--- src/rtl/dual_ram_pkg.sv ---
// Shared defaults and FSM encoding for the dual_ram read-stream engine.
package dual_ram_pkg;

    localparam int RAM_WIDTH = 8;
    localparam int RAM_DEPTH = 16;
    localparam int ADDR_SIZE = 4;

    localparam logic [1:0] ST_IDLE  = 2'd0;
    localparam logic [1:0] ST_RUN   = 2'd1;
    localparam logic [1:0] ST_DRAIN = 2'd2;

    typedef enum logic [1:0] {
        IDLE  = ST_IDLE,
        RUN   = ST_RUN,
        DRAIN = ST_DRAIN
    } rd_state_t;

endpackage

--- src/rtl/rd_skid_fifo2.sv ---
// Two-entry FIFO holding {last, data} words between the RAM read port and the stream.
module rd_skid_fifo2 #(
    parameter int W = 9
) (
    input  logic         clk,
    input  logic         reset,
    input  logic         push,
    input  logic [W-1:0] din,
    input  logic         pop,
    output logic [W-1:0] dout,
    output logic [1:0]   count,
    output logic         full,
    output logic         empty
);

    logic [W-1:0] mem [2];
    logic         wr_ptr;
    logic         rd_ptr;
    logic         push_ok;
    logic         pop_ok;

    assign full    = (count == 2'd2);
    assign empty   = (count == 2'd0);
    // A push into a full FIFO is only accepted when a pop frees a slot this cycle.
    assign pop_ok  = pop & ~empty;
    assign push_ok = push & (~full | pop_ok);
    assign dout    = mem[rd_ptr];

    // Storage, pointers and occupancy.
    always_ff @(posedge clk) begin
        if (reset) begin
            mem[0] <= '0;
            mem[1] <= '0;
            wr_ptr <= 1'b0;
            rd_ptr <= 1'b0;
            count  <= 2'd0;
        end else begin
            if (push_ok) begin
                mem[wr_ptr] <= din;
                wr_ptr      <= ~wr_ptr;
            end
            if (pop_ok)
                rd_ptr <= ~rd_ptr;
            count <= count + {1'b0, push_ok} - {1'b0, pop_ok};
        end
    end

endmodule

--- src/rtl/dual_ram_rd_stream.sv ---
// Read-side engine for dual_ram: reads a burst of words starting at base_addr
// and streams them out on a valid/ready interface with a last marker.
// Optional feature macro RD_STREAM_LOOP_EN adds a 'loop' input that makes the
// burst repeat forever (exit only by reset).
module dual_ram_rd_stream
    import dual_ram_pkg::*;
#(
    parameter int RAM_WIDTH = dual_ram_pkg::RAM_WIDTH,
    parameter int RAM_DEPTH = dual_ram_pkg::RAM_DEPTH,
    parameter int ADDR_SIZE = dual_ram_pkg::ADDR_SIZE
) (
    input  logic                 clk,
    input  logic                 reset,
    input  logic                 start,
    input  logic [ADDR_SIZE-1:0] base_addr,
    input  logic [ADDR_SIZE:0]   length,
`ifdef RD_STREAM_LOOP_EN
    input  logic                 loop,
`endif
    output logic                 busy,
    output logic                 done,
    output logic                 ram_read,
    output logic [ADDR_SIZE-1:0] ram_rd_addr,
    input  logic [RAM_WIDTH-1:0] ram_data,
    output logic [RAM_WIDTH-1:0] m_data,
    output logic                 m_valid,
    output logic                 m_last,
    input  logic                 m_ready
);

    rd_state_t            state, state_n;
    logic [ADDR_SIZE-1:0] addr, addr_n, base_q, base_n;
    logic [ADDR_SIZE:0]   rem, rem_n, len_q, len_n, len_clamped;
    logic                 loop_q, loop_n, loop_in;
    logic                 done_n;
    logic                 in_flight, in_flight_last;
    logic                 issue, pop;
    logic [2:0]           used;
    logic [1:0]           fifo_count;
    logic                 fifo_full, fifo_empty;
    logic [RAM_WIDTH:0]   fifo_dout;

`ifdef RD_STREAM_LOOP_EN
    assign loop_in = loop;
`else
    assign loop_in = 1'b0;
`endif

    assign len_clamped = (length > (ADDR_SIZE+1)'(RAM_DEPTH)) ? (ADDR_SIZE+1)'(RAM_DEPTH) : length;

    // Slots committed after this cycle: buffered + in flight, minus a word leaving now.
    // Counting the pop keeps one word per cycle flowing with m_ready held high.
    assign pop   = m_valid & m_ready;
    assign used  = {1'b0, fifo_count} + {2'b0, in_flight} - {2'b0, pop};
    assign issue = (state == RUN) && (rem != '0) && (used < 3'd2) && !(fifo_full && !pop);

    assign busy        = (state != IDLE);
    assign ram_read    = issue;
    assign ram_rd_addr = addr;
    assign m_valid     = ~fifo_empty;
    assign m_data      = fifo_dout[RAM_WIDTH-1:0];
    assign m_last      = m_valid & fifo_dout[RAM_WIDTH];

    // Next-state, counter and done logic.
    always_comb begin
        state_n = state;
        addr_n  = addr;
        rem_n   = rem;
        base_n  = base_q;
        len_n   = len_q;
        loop_n  = loop_q;
        done_n  = 1'b0;
        case (state)
            IDLE: begin
                if (start) begin
                    if (length == '0) begin
                        done_n = 1'b1;
                    end else begin
                        state_n = RUN;
                        addr_n  = base_addr;
                        rem_n   = len_clamped;
                        base_n  = base_addr;
                        len_n   = len_clamped;
                        loop_n  = loop_in;
                    end
                end
            end
            RUN: begin
                if (issue) begin
                    addr_n = addr + ADDR_SIZE'(1);
                    rem_n  = rem - (ADDR_SIZE+1)'(1);
                    if (rem == (ADDR_SIZE+1)'(1)) begin
                        if (loop_q) begin
                            // Restart the pass with no idle cycle.
                            addr_n = base_q;
                            rem_n  = len_q;
                        end else begin
                            state_n = DRAIN;
                        end
                    end
                end
            end
            DRAIN: begin
                if (pop && m_last) begin
                    state_n = IDLE;
                    done_n  = 1'b1;
                end
            end
            default: state_n = IDLE;
        endcase
    end

    // State, counters and the one-deep in-flight read tracker.
    always_ff @(posedge clk) begin
        if (reset) begin
            state          <= IDLE;
            addr           <= '0;
            rem            <= '0;
            base_q         <= '0;
            len_q          <= '0;
            loop_q         <= 1'b0;
            done           <= 1'b0;
            in_flight      <= 1'b0;
            in_flight_last <= 1'b0;
        end else begin
            state          <= state_n;
            addr           <= addr_n;
            rem            <= rem_n;
            base_q         <= base_n;
            len_q          <= len_n;
            loop_q         <= loop_n;
            done           <= done_n;
            in_flight      <= issue;
            in_flight_last <= issue && (rem == (ADDR_SIZE+1)'(1));
        end
    end

    // RAM data arrives the cycle after the read and is captured unconditionally.
    rd_skid_fifo2 #(.W(RAM_WIDTH+1)) u_fifo (
        .clk   (clk),
        .reset (reset),
        .push  (in_flight),
        .din   ({in_flight_last, ram_data}),
        .pop   (pop),
        .dout  (fifo_dout),
        .count (fifo_count),
        .full  (fifo_full),
        .empty (fifo_empty)
    );

endmodule

--- config.mk ---
export PLATFORM = sky130hd
export DESIGN_NAME = dual_ram_rd_stream
export DESIGN_NICKNAME = d
export VERILOG_FILES = /design/src/rtl/dual_ram_pkg.sv /design/src/rtl/rd_skid_fifo2.sv /design/src/rtl/dual_ram_rd_stream.sv
export SDC_FILE = /design/constraint.sdc
export NUM_CORES = 1
export LEC_CHECK = 0
export BUFFER_PORTS_ARGS = -buffer_cell sky130_fd_sc_hd__buf_2
export CAP_MARGIN = 0
export CORE_MARGIN = 1
export CORE_UTILIZATION = 59
export DETAILED_ROUTE_END_ITERATION = 16
export HOLD_SLACK_MARGIN = 0.08
export PLACE_DENSITY_LB_ADDON = 0.2
export SYNTH_ARGS = -nofsm -noshare
export SYNTH_HDL_FRONTEND = slang
export SYNTH_SLANG_ARGS = --single-unit
export TNS_END_PERCENT = 50
--- constraint.sdc ---
create_clock -name clk -period 5.6 [get_ports clk]
set_clock_uncertainty 0.2 [all_clocks]
set_input_delay 1.12 -clock clk [delete_from_list [all_inputs] [get_ports clk]]
set_output_delay 1.12 -clock clk [all_outputs]
set_load 0.05 [all_outputs]
==> impl_metrics.csv, run 1 <==
group,metric,value,unit
cts,numCtsBuffers,5,
job,cap_violations,0,
routing,vias,1507,
critical_path,crit_chain,"buf_2, and2_1, ha_1, nand2b_1, fa_1, nand3b_1, or4_1, clkinv_8, buf_2",
critical_path,slowest_delay,0.61,ns
routing,antenna_left,0,
routing,first_pass_iters,4,
synthesis,post_synth_mux_area_share,5.10,%
layout,mostFrequentLayoutCells,"buf_2 (37), and2_1 (20), dfxtp_1 (19), nor2_1 (18), edfxtp_1 (18)",
layout,final_common_cell,"buf_2",
critical_path,required,4.28,ns
routing,drc_errors,0,
synthesis,synth_compound_area_share,13.7,%
synthesis,ys_ff_latch,37,
synthesis,synth_top_family_by_area,"simple AND/OR/NAND/NOR gates",
global_route,grt_pass1_vias,1423,
layout,nFillCells,240,
synthesis,yosys_most_used_dff,"dfxtp_1",
cts,cts_resized,0,
timing,worst_slew_pin_slew,0.874,ns
cts,insertion_delay,0.35,ns
critical_path,worstPathMaxFanout,5,
cts,htree_levels,2,
synthesis,avgSynthCellArea,10.7,sq um
timing,setup-tns-final,0,ns
timing,hold_viol,0,
critical_path,arrival,3.33,ns
synthesis,synth_fp_nets,212,
global_route,grt_use_met2,40.8,%
synthesis,synth_area,0.00196,sq mm
power,power_density,424,mW/mm^2
timing,max_freq,0.215,GHz
placed_design,placed_area,0.00217,sq mm
global_route,grt_use_met3,6.71,%
status,status,"completed",
power,vdd_drop_max,0.000170,V
critical_path,critical_path.most_common_cell,"buf_2",
critical_path,cp_slowest_cell,"or4_1",
synthesis,synth_cells,183,
cts,cts.clk_slew.worst_paths,0.12,ns
die,initial_utilization,63.3,%
timing,rsz0062_at_grt,"false",
cts,cts_tree,"done",
synthesis,seq_area_frac_synth,46.9,%
routing,wl,3920,um
layout,diodes,0,
timing,finalSetupViolCount,0,
global_route,track_usage,24.3,%
synthesis,async_flop_share,0,%
synthesis,synth_edf_count,18,
cts,cts.sinks,37,
timing,fin_crit_sh,83.0,%
synthesis,yosys_warnings,0,
critical_path,cp-end-kind,"primary output",
global_route,busiest_layer,"met2",
routing,initialDrtViolationCount,50,
critical_path,r2r_setup_slack,2.28,ns
global_route,grt-ovfl-total,0,
routing,routed_via_density,5.67,
placed_design,gp_congestion,0.850,
synthesis,ys_types,46,
cts,cts_max_path_buffers,2,
power,power.leakage,0.937,nW
synthesis,synth_xor_area_share,2.23,%
timing,finalMaxSlewViolations,0,
die,dieArea,0.00356,sq mm
synthesis,yosys.area_share.simple,22.0,%
critical_path,path_class,"in2out",
critical_path,start_kind,"input pin",
placed_design,port_buffers,37,
die,rows,20,
cts,cts-root-buf,"clkbuf_4",
routing,wl_per_cell,14.7,um
layout,syn_to_final_growth,14.8,%
global_route,use_met1,29.5,%
die,die_h,59.7,um
global_route,antenna_found_initial,0,
synthesis,synth_fa_ha_area_share,5.48,%
cts,post_cts_buffers,0,
layout,drive_above_1_share,30.2,%
die,coreArea,0.00310,sq mm
layout,stdcell_area,0.00225,sq mm
cts,ctsHoldBuffers,0,
timing,period_needed,4.65,ns
global_route,grt_max_degree,29,
timing,relSlewSlack,41.6,%
placed_design,hpwl,2870,um
min_path,hp-class,"reg2reg",
layout,nets,250,
die,dieWidth,59.7,um
global_route,grt_pass1_wl,6260,um
die,ios,38,
[worst paths after layout]
kind                        start  endpoint  cells after the start
setup reg to reg  u_fifo.count[1]    rem[0]                     11
setup / recovery          m_ready  ram_read                      9
hold / removal             rem[4]    rem[4]                      2
hold reg to reg            rem[4]    rem[4]                      2
[power breakdown]
group          leakage [nW]  switching [mW]  internal [mW]
combinational         0.553           0.265          0.139
clock                0.0414          0.0953         0.0945
sequential            0.342          0.0376          0.324
total                 0.937           0.398          0.557
[critical path: cells and delay by family]
kind          cells  cell delay [ns]
simple gates      4             0.97
fa+ha+maj         2             0.74
buf+inv           3             0.49
[per-layer routing]
| layer | part of all wire [%] | wire (um) |
|---|---|---|
| met3 | 4.3 | 168 |
| met1 | 43 | 1700 |
| met5 | 0 | 0 |
| met4 | 1.3 | 50 |
| met2 | 51 | 2010 |
[through the flow]
step / hold WS [ns] / util, % / std cells / setup WS, ns / total power, mW
global placement: 0.297 / 70.0 / 258 / 0.985 / 0.756
detailed placement: 0.306 / 70.0 / 258 / 0.947 / 0.773
global route: 0.345 / 72.7 / 266 / 0.878 / 1.01
floorplan: 0.281 / - / 183 / 1.39 / 0.692
finish: 0.327 / 72.7 / 266 / 0.953 / 0.955
CTS: 0.327 / 72.7 / 266 / 0.946 / 0.960
[cell usage after synthesis, types with 2 or more instances]
library cell | instances | area [sq um]
edfxtp_1 | 18 | 541
buf_6 | 2 | 22.5
nand2b_1 | 7 | 43.8
o32ai_2 | 2 | 32.5
and2_1 | 20 | 125
xnor2_1 | 2 | 17.5
inv_1 | 9 | 33.8
nor2_1 | 18 | 67.6
nor3b_1 | 5 | 37.5
o32ai_1 | 3 | 26.3
mux2_2 | 8 | 90.1
ha_1 | 7 | 87.6
o21ai_1 | 2 | 10.0
xor2_1 | 3 | 26.3
nand2_1 | 5 | 18.8
a21oi_1 | 9 | 45.0
nand3_1 | 4 | 20.0
nor2b_1 | 3 | 18.8
a211oi_1 | 2 | 15.0
nor3_1 | 7 | 35.0
clkbuf_1 | 4 | 15.0
dfxtp_1 | 19 | 380
[sequential cells by signal, indices dropped and copies added (netlist names), 2 cells and up, named ones only]
signal / cells
ram_rd_addr: 4
rem: 5
state: 2
u_fifo.count: 2
u_fifo.mem: 18
[area by class of cell]
class / instances / area, sq um / area share [%]
inverter: 10 / 50.0 / 2.22
multi-input combinational: 129 / 952 / 42.2
timing repair buffer: 38 / 193 / 8.55
tap: 44 / 55.1 / 2.44
sequential: 37 / 921 / 40.8
clock inverter: 3 / 46.3 / 2.05
clock buffer: 5 / 37.5 / 1.66
[kinds of logic after synthesis]
kind of cell	count (synthesis)
xor gates and xnor gates	5
adders and majority gates	8
DFF	37
muxes	9
and+or+nand+nor	76
AOI/OAI and AO/OA	31
buffers and inverters	17
(Power assumes the default switching activity.)
==> inputs of run 2 (changes only) <==
--- a/config.mk
+++ b/config.mk
@@ -8,7 +8,7 @@
 export BUFFER_PORTS_ARGS = -buffer_cell sky130_fd_sc_hd__buf_2
 export CAP_MARGIN = 0
 export CORE_MARGIN = 1
-export CORE_UTILIZATION = 59
+export CORE_UTILIZATION = 49
 export DETAILED_ROUTE_END_ITERATION = 16
 export HOLD_SLACK_MARGIN = 0.08
 export PLACE_DENSITY_LB_ADDON = 0.2
==> constraint.sdc (replaced) <==
create_clock -name clk -period 3.9 [get_ports clk]
set_clock_uncertainty 0.2 [all_clocks]
set_input_delay 0.78 -clock clk [delete_from_list [all_inputs] [get_ports clk]]
set_output_delay 0.78 -clock clk [all_outputs]
set_load 0.05 [all_outputs]
==> impl_metrics.csv, run 2 (synthesized netlist as in run 1, its figures left out) <==
group,metric,value,unit
status,status,"completed",
critical_path,arrival,2.79,ns
timing,whs,0.320,ns
critical_path,slowest_delay,0.54,ns
layout,drive_above_1_share,32.1,%
routing,initialDrtViolationCount,69,
routing,vias,1494,
critical_path,worstPathMaxFanout,2,
cts,post_cts_buffers,0,
timing,rsz0062_at_grt,"false",
global_route,track_usage,23.6,%
layout,multi_input_area,963,sq um
cts,cts.clk_slew.worst_paths,0.07,ns
layout,nets,252,
die,dieArea,0.00427,sq mm
timing,finalSetupViolCount,0,
timing,hold_viol,0,
global_route,grt_pass1_wl,7430,um
cts,htree_levels,2,
cts,cts_max_path_buffers,2,
placed_design,place_ws,-0.0263,ns
cts,cts.sinks,37,
global_route,grt_max_degree,29,
layout,register_area,922,sq um
global_route,antenna_found_initial,0,
cts,insertion_delay,0.29,ns
layout,largest_reg_flops,18,
die,dieWidth,65.3,um
die,rows,22,
routing,wl_per_cell,15.8,um
global_route,grt_pass1_vias,1612,
min_path,hp-class,"reg2reg",
timing,fin_crit_sh,96.8,%
critical_path,required,2.92,ns
power,power_density,639,mW/mm^2
power,power.leakage,0.968,nW
routing,antenna_left,0,
timing,finalMaxSlewViolations,0,
layout,syn_to_final_growth,18.6,%
die,die_h,65.3,um
die,coreArea,0.00374,sq mm
placed_design,gp_congestion,0.833,
routing,drc_errors,0,
die,ios,38,
cts,numCtsBuffers,5,
routing,routed_via_density,5.49,
layout,mostFrequentLayoutCells,"buf_2 (36), and2_1 (20), dfxtp_1 (18), edfxtp_1 (18), nor2_1 (17)",
timing,worst_slew_pin_slew,0.878,ns
layout,diodes,0,
power,p_total,1.49,mW
critical_path,path_class,"in2out",
placed_design,port_buffers,37,
critical_path,cp-end-kind,"primary output",
placed_design,hpwl,3090,um
cts,cts_tree,"done",
routing,first_pass_iters,4,
cts,ctsHoldBuffers,0,
critical_path,crit_chain,"buf_2, and2_1, ha_1, nand2b_1, fa_1, nand3b_1, or4_4, clkinv_8, buf_6",
layout,nFillCells,327,
routing,wl,4310,um
layout,final_common_cell,"buf_2",
layout,regMostFlops,"u_fifo.mem",
critical_path,start_kind,"input pin",
timing,period_needed,3.77,ns
critical_path,cp_slowest_cell,"or4_4",
job,cap_violations,0,
timing,relSlewSlack,41.3,%
power,vdd_drop_max,0.000273,V
placed_design,placed_area,0.00219,sq mm
cts,cts-root-buf,"clkbuf_8",
layout,stdcell_area,0.00233,sq mm
global_route,grt-ovfl-total,0,
timing,worst_slack,0.125,ns
die,initial_utilization,52.5,%
timing,max_freq,0.265,GHz
==> run 2: layout make-up <==
class,instances,share of cell area [%]
tap,48,2.58
timing repair buffer,40,9.18
clock buffer,6,3.54
multi-input combinational,129,41.4
clock inverter,2,1.61
inverter,10,2.15
sequential,37,39.6
==> run 2: what timing repair did <==
action,4_1_cts,5_1_grt
pin swaps,1,0
endpoints found under the setup margin,1,1
resized for setup,4,2
==> run 2: metrics by stage <==
step / std cells / util [%] / setup TNS (ns)
final: 272 / 62.2 / 0
after global routing: 272 / 62.2 / 0
after CTS: 272 / 62.0 / 0
after detailed placement: 264 / 58.5 / -0.0263
after global placement: 264 / 58.5 / -0.00248
after floorplan: 183 / - / 0
==> run 2: report_power, final <==
group	leakage (nW)	switching (mW)	internal, mW
clock	0.0574	0.136	0.208
sequential	0.342	0.0593	0.467
combinational	0.569	0.398	0.219
==> run 2: worst paths after layout <==
| kind | endpoint | slack, ns | cells past startpoint | from |
|---|---|---|---|---|
| hold reg to reg | ram_rd_addr[3] | 0.32 | 2 | ram_rd_addr[3] |
| hold / removal | ram_rd_addr[3] | 0.32 | 2 | ram_rd_addr[3] |
| setup / recovery | ram_read | 0.13 | 9 | m_ready |
| setup reg to reg | rem[0] | 0.73 | 11 | u_fifo.count[1] |
==> run 2: metal layers <==
| metal | global-route usage [%] | vias up | wire [um] |
|---|---|---|---|
| li1 | - | 736 | - |
| met2 | 41.5 | 37 | 2240 |
| met5 | 0 | - | 0 |
| met1 | 27.8 | 717 | 1870 |
| met4 | 7.34 | 0 | 48 |
| met3 | 6.25 | 4 | 146 |
==> run 2: critical path, delay by kind of cell <==
kind | cells | cell delay (ns)
adders and majority gates | 2 | 0.77
and+or+nand+nor | 4 | 0.92
buffers and inverters | 3 | 0.32
